### config.mk
export PLATFORM = sky130hd
export DESIGN_NAME = seq_det_param_flat
export DESIGN_NICKNAME = d
export VERILOG_FILES = /design/src/rtl/seq_det_pkg.sv /design/src/rtl/seq_det_if.sv /design/src/rtl/seq_det_sat_cnt.sv /design/src/rtl/seq_det_param.sv /design/src/flat_wrapper.sv
export SDC_FILE = /design/constraint.sdc
export NUM_CORES = 1
export LEC_CHECK = 0
export ABC_AREA = 0
export CAP_MARGIN = 20
export CELL_PAD_IN_SITES_DETAIL_PLACEMENT = 1
export CELL_PAD_IN_SITES_GLOBAL_PLACEMENT = 1
export CORE_MARGIN = 2
export CORE_UTILIZATION = 43
export DETAILED_ROUTE_END_ITERATION = 8
export PLACE_DENSITY_LB_ADDON = 0.3
export SLEW_MARGIN = 20
export SYNTH_ARGS = -nofsm -noshare
export SYNTH_HDL_FRONTEND = slang
export SYNTH_HIERARCHICAL = 1
export SYNTH_SLANG_ARGS = --single-unit
### constraint.sdc
create_clock -name clk -period 5.4 [get_ports clk]
set_clock_uncertainty 0.05 [all_clocks]
set_input_delay 0.81 -clock clk [delete_from_list [all_inputs] [get_ports clk]]
set_output_delay 0.81 -clock clk [all_outputs]
set_load 0.01 [all_outputs]
### src/rtl/seq_det_pkg.sv
// Shared types and helpers for the parametrised serial pattern detector.
package seq_det_pkg;

  typedef enum logic [0:0] {
    FILLING = 1'b0,
    ARMED   = 1'b1
  } seq_state_t;

  function automatic int LEN_W(input int pat_w);
    return $clog2(pat_w + 1);
  endfunction

endpackage

### src/rtl/seq_det_if.sv
// Stream, configuration and status bundle of the serial pattern detector.
interface seq_det_if
  import seq_det_pkg::*;
#(
  parameter int PAT_W = 8,
  parameter int CNT_W = 16
);
  localparam int LW = LEN_W(PAT_W);

  // Handshake: in_bit is consumed on every posedge where in_valid=1 and
  // cfg_load=0; there is no ready, the detector never back-pressures.
  logic             in_valid;
  logic             in_bit;
  logic             cfg_load;
  logic [PAT_W-1:0] cfg_pattern;
  logic [LW-1:0]    cfg_len;
  logic             cfg_overlap;
  logic             cnt_clr;
  logic             match;
  logic [CNT_W-1:0] match_cnt;
  logic             cnt_sat;
  logic             cfg_err;
  seq_state_t       state;

  modport master (
    output in_valid, in_bit, cfg_load, cfg_pattern, cfg_len, cfg_overlap, cnt_clr,
    input  match, match_cnt, cnt_sat, cfg_err, state
  );

  modport slave (
    input  in_valid, in_bit, cfg_load, cfg_pattern, cfg_len, cfg_overlap, cnt_clr,
    output match, match_cnt, cnt_sat, cfg_err, state
  );

endinterface

### src/rtl/seq_det_sat_cnt.sv
// Saturating event counter with a sticky saturation flag; clear wins over increment.
module seq_det_sat_cnt #(
  parameter int CNT_W = 16
) (
  input  logic             clk,
  input  logic             rstn,
  input  logic             clr,
  input  logic             inc,
  output logic [CNT_W-1:0] cnt,
  output logic             sat
);
  localparam logic [CNT_W-1:0] MAX = '1;

  always_ff @(posedge clk) begin
    if (!rstn || clr) begin
      cnt <= '0;
      sat <= 1'b0;
    end else if (inc && (cnt != MAX)) begin
      cnt <= cnt + CNT_W'(1);
      if (cnt == MAX - CNT_W'(1)) sat <= 1'b1;
    end
  end

endmodule

### src/rtl/seq_det_param.sv
// Serial bit-pattern detector with runtime-loadable pattern/length/overlap mode.
module seq_det_param
  import seq_det_pkg::*;
#(
  parameter int               PAT_W   = 8,
  parameter int               CNT_W   = 16,
  parameter logic [PAT_W-1:0] RST_PAT = 'h0B,
  parameter int               RST_LEN = 4
) (
  input  logic      clk,
  input  logic      rstn,
  seq_det_if.slave  bus
);
  localparam int            LW        = LEN_W(PAT_W);
  localparam logic [LW-1:0] FULL      = LW'(PAT_W);
  localparam logic [LW-1:0] RLEN      = LW'(RST_LEN);
  localparam logic [0:0]    S_FILLING = 1'b0;
  localparam logic [0:0]    S_ARMED   = 1'b1;

  logic [PAT_W-1:0] hist_q, pat_q, hist_next, mask;
  logic [LW-1:0]    fill_q, len_q, fill_inc;
  logic             ovl_q, match_q, err_q;
  logic [0:0]       state_q;
  logic             accept, cfg_ok, hit;

  assign accept    = bus.in_valid && !bus.cfg_load;
  assign cfg_ok    = (bus.cfg_len != '0) && (bus.cfg_len <= FULL);
  assign hist_next = {hist_q[PAT_W-2:0], bus.in_bit};
  assign fill_inc  = (fill_q == FULL) ? fill_q : fill_q + LW'(1);

  // Only the newest len bits take part in the compare.
  always_comb begin
    mask = '0;
    for (int i = 0; i < PAT_W; i++) mask[i] = (i < int'(len_q));
  end

  assign hit = accept && (fill_inc >= len_q) && ((hist_next & mask) == (pat_q & mask));

  always_ff @(posedge clk) begin
    if (!rstn) begin
      hist_q  <= '0;
      fill_q  <= '0;
      pat_q   <= RST_PAT;
      len_q   <= RLEN;
      ovl_q   <= 1'b1;
      state_q <= S_FILLING;
      match_q <= 1'b0;
      err_q   <= 1'b0;
    end else begin
      match_q <= hit;
      err_q   <= bus.cfg_load && !cfg_ok;
      if (bus.cfg_load) begin
        if (cfg_ok) begin
          pat_q   <= bus.cfg_pattern;
          len_q   <= bus.cfg_len;
          ovl_q   <= bus.cfg_overlap;
          hist_q  <= '0;
          fill_q  <= '0;
          state_q <= S_FILLING;
        end
      end else if (accept) begin
        hist_q <= hist_next;
        if (hit && !ovl_q) begin
          fill_q  <= '0;
          state_q <= S_FILLING;
        end else begin
          fill_q  <= fill_inc;
          state_q <= (fill_inc >= len_q) ? S_ARMED : S_FILLING;
        end
      end
    end
  end

  // The counter advances on the accepting edge, so it is already updated
  // in the cycle the match pulse is visible.
  seq_det_sat_cnt #(.CNT_W(CNT_W)) u_cnt (
    .clk  (clk),
    .rstn (rstn),
    .clr  (bus.cnt_clr),
    .inc  (hit),
    .cnt  (bus.match_cnt),
    .sat  (bus.cnt_sat)
  );

  assign bus.match   = match_q;
  assign bus.cfg_err = err_q;
  assign bus.state   = seq_state_t'(state_q);

endmodule

### src/flat_wrapper.sv
// flat-port wrapper written by rule: the top's interface ports become plain ports
module seq_det_param_flat import seq_det_pkg::*;
#(
  parameter int               PAT_W   = 8,
  parameter int               CNT_W   = 16,
  parameter logic [PAT_W-1:0] RST_PAT = 'h0B,
  parameter int               RST_LEN = 4
)
  (clk, rstn, bus_in_valid, bus_in_bit, bus_cfg_load, bus_cfg_pattern, bus_cfg_len, bus_cfg_overlap, bus_cnt_clr, bus_match, bus_match_cnt, bus_cnt_sat, bus_cfg_err, bus_state);
  seq_det_if #(.PAT_W(PAT_W), .CNT_W(CNT_W)) bus_i ();
  input  logic clk;
  input  logic rstn;
  input wire logic [$bits(bus_i.in_valid)-1:0] bus_in_valid;
  input wire logic [$bits(bus_i.in_bit)-1:0] bus_in_bit;
  input wire logic [$bits(bus_i.cfg_load)-1:0] bus_cfg_load;
  input wire logic [$bits(bus_i.cfg_pattern)-1:0] bus_cfg_pattern;
  input wire logic [$bits(bus_i.cfg_len)-1:0] bus_cfg_len;
  input wire logic [$bits(bus_i.cfg_overlap)-1:0] bus_cfg_overlap;
  input wire logic [$bits(bus_i.cnt_clr)-1:0] bus_cnt_clr;
  output wire logic [$bits(bus_i.match)-1:0] bus_match;
  output wire logic [$bits(bus_i.match_cnt)-1:0] bus_match_cnt;
  output wire logic [$bits(bus_i.cnt_sat)-1:0] bus_cnt_sat;
  output wire logic [$bits(bus_i.cfg_err)-1:0] bus_cfg_err;
  output wire logic [$bits(bus_i.state)-1:0] bus_state;
  assign bus_i.in_valid = bus_in_valid;
  assign bus_i.in_bit = bus_in_bit;
  assign bus_i.cfg_load = bus_cfg_load;
  assign bus_i.cfg_pattern = bus_cfg_pattern;
  assign bus_i.cfg_len = bus_cfg_len;
  assign bus_i.cfg_overlap = bus_cfg_overlap;
  assign bus_i.cnt_clr = bus_cnt_clr;
  assign bus_match = bus_i.match;
  assign bus_match_cnt = bus_i.match_cnt;
  assign bus_cnt_sat = bus_i.cnt_sat;
  assign bus_cfg_err = bus_i.cfg_err;
  assign bus_state = bus_i.state;
  seq_det_param #(.PAT_W(PAT_W), .CNT_W(CNT_W), .RST_PAT(RST_PAT), .RST_LEN(RST_LEN)) u_core (.clk(clk), .rstn(rstn), .bus(bus_i));
endmodule
==> impl_metrics.toml <==
[outcome]
status = "complete, no violations"

[timing]
setup_violations = 0
post-route-period-util_pct = 71.49
max_freq_mhz = 259.0
relSlewSlack_pct = 33.79
hold_ws_ns = 0.4329
final_max_slew_viol_count = 0
tightest_slew_ns = 0.9901
period_needed_ns = 3.861
tns_ns = 0
rsz0062_at_grt = "no"
final_hold_viol_count = 0

[pwr]
sw_frac_of_total_pct = 25.55
p_per_area_nw_per_um2 = 222.9
peakVddDrop_mv = 0.1048
seqPwrFrac_pct = 53.9
power_frac_comb_pct = 10.9
p_int_w = 0.0004699
clockPowerShare_pct = 35.3
p_leak_nw = 0.9781
power_switching_w = 0.0001613

[yosys]
synthXorXnorAreaFrac_pct = 6.090
ys_seq_elements = 44
synth-simple-area-share_pct = 27.30
syn_area_um2 = 2301
synthFlopType = "dfxtp_1"
synth_edf_count = 0
yosysWarningCount = 6
synthAdderAreaFrac_pct = 4.350
synthMuxAreaShare_pct = 0
synth-async-reset-ratio_pct = 0
netlist_instances = 264
yosysSeqAreaShare_pct = 38.28
synth_top_family_by_area = "simple AND/OR/NAND/NOR gates"
synth_cell_types = 54
avgSynthCellArea_um2 = 8.716
synth_compound_area_share_pct = 20.83
synth_fp_nets = 291

[drt]
route.vias.total = 2057
drc_errors = 0
firstDrtPassIters = 4
avgRoutedWirePerCell_um = 15.32
wirelength_um = 5682
vias_per_cell = 5.544
drt_iter0_markers = 100
postRouteAntennaNets = 0

[setup_path]
path_max_fanout = 8
crit_chain = "inv_1, ha_1, and3b_1, xnor2_1, ha_1, nand2b_1, a21o_1, a211oi_1, or2_1, nor2_1, nand4_2, or3_1, o311ai_0, o41ai_1"
cpMaxStageDelayCell = "nor2_1"
critPathKind = "register to register"
cpPeakStageDelay_ns = 0.50
cp-end-kind = "register"
cp-start-kind = "register"
cp.arrival_ns = 3.99
cp_data_required_time_ns = 5.53
crit_top_cell = "ha_1"

[clocking]
cts_htree_levels = 2
cts_buffer_depth = 2
clock_latency_ns = 0.30
post_cts_buffers = 0
cts-root-buf = "clkbuf_8"
clk_pin_slew_ns = 0.09
cts_sinks = 44
postCtsHoldBufs = 0
numCtsBuffers = 5
cts_resized = 0
cts_tree = "yes"

[placement]
dp_cells = 363
dpl.hpwl_um = 4046
routabilityCongestion = 0.7446
portBuffers = 38

[layout]
final_cell_mix = "dfxtp_1 (44), nand2_1 (42), clkdlybuf4s50_1 (38)"
fillers = 640
syn_to_final_growth_pct = 23.06
drive_gt1_share_pct = 7.309
finish.utilization_pct = 55.09
final_cells = 371
diodes = 0
final_common_cell = "dfxtp_1"
fin_nets = 327

[global_routing]
grt_max_degree = 30
gr-usage-all-layers_pct = 20.67
grt_pass1_wl_um = 10030
grt_pass1_vias = 2055
grt-ovfl-total = 0
antenna_found_initial = 0

[floorplan]
core_um2 = 5140
io_pins = 39
dieArea_um2 = 5952
row_count = 26
floorplan.initialDensity_pct = 44.77
die_x_um = 77.15
die_y_um = 77.15

[min_path]
holdCritPathClass = "register to register"

[flow_run]
drv_cap = 0
-- layer usage --
metal  vias to the layer above  global-route usage, %  part of all wire (%)
met1                       989                  28.31                    50
li1                       1024                      -                     -
met5                         -                      0                     0
met3                         9                  3.059                   2.7
met4                         0                  6.964                   1.3
met2                        35                  33.22                    46
-- cells by family after synthesis --
family          count (synthesis)
flops                          44
compound gates                 58
xor+xnor                       16
buf+inv                        19
fa+ha+maj                       8
simple gates                  119
-- area by class of cell --
cell class / instances / area [um^2] / share of cell area (%)
well taps: 70 / 87.58 / 3.093
clock inverters: 1 / 7.507 / 0.2651
repair buffers: 39 / 387.9 / 13.70
flip-flops and latches: 44 / 880.8 / 31.11
multi-input cells: 201 / 1348 / 47.59
clock buffers: 7 / 86.33 / 3.049
inverters: 9 / 33.78 / 1.193
-- power groups by stage --
stage / Combinational [W] / Sequential, W / Clock (W)
3_3_place_gp: 0.0000672 / 0.000347 / 0
2_1_floorplan: 0.0000421 / 0.000346 / 0
3_5_place_dp: 0.0000682 / 0.000348 / 0
4_1_cts: 0.0000692 / 0.000340 / 0.000229
5_1_grt: 0.0000771 / 0.000341 / 0.000243
6_report: 0.0000688 / 0.000340 / 0.000222
-- state kept, by name, indices dropped and copies added (netlist names) --
register / flops
u_core/u_cnt/sat: 1
u_core/bus.cfg_err: 1
u_core/ovl_q: 1
u_core/bus.state: 1
u_core/hist_q: 7
u_core/len_q: 4
u_core/u_cnt/cnt: 16
u_core/fill_q: 4
u_core/pat_q: 8
u_core/bus.match: 1
-- synth_stat cells, types with 4 or more instances --
cell type,number,area [um^2]
a211oi_1,4,30.03
nor3_1,5,25.02
ha_1,8,100.1
clkbuf_1,9,33.78
a21boi_1,15,112.6
nor2_1,17,63.81
nand2b_1,5,31.28
nor2b_1,4,25.02
nand2_1,42,157.7
a31oi_1,6,37.54
nor4_1,4,25.02
a21oi_1,5,25.02
dfxtp_1,44,880.8
inv_1,8,30.03
nand3_1,19,95.09
xnor2_1,16,140.1
-- through the flow --
step                      setup slack [ns]  total power, W  instance area (um^2)
after floorplan                      2.101       0.0003876                  2301
after global placement               1.539       0.0004144                  2738
after detailed placement             1.369       0.0004158                  2738
after CTS                            1.577       0.0006378                  2831
after global routing                 1.296       0.0006609                  2831
final                                1.540       0.0006312                  2831
-- critical path: cells and delay by family (launching register included) --
family                     cells  cell delay [ns]
AOI/OAI and AO/OA              4             0.71
adders and majority gates      2             0.49
xor gates and xnor gates       1             0.14
DFF                            1             0.42
and+or+nand+nor                6             1.80
buffers and inverters          1             0.13
-- worst paths after layout --
check / startpoint / slack [ns] / end / cells after the start
worst min register to register: u_core/pat_q[6] / 0.43 / u_core/pat_q[6] / 2
worst min-delay path: u_core/pat_q[6] / 0.43 / u_core/pat_q[6] / 2
worst max register to register: u_core/fill_q[0] / 1.54 / u_core/u_cnt/cnt[11] / 14
worst max-delay path: u_core/fill_q[0] / 1.54 / u_core/u_cnt/cnt[11] / 14
(Power assumes the default switching activity.)
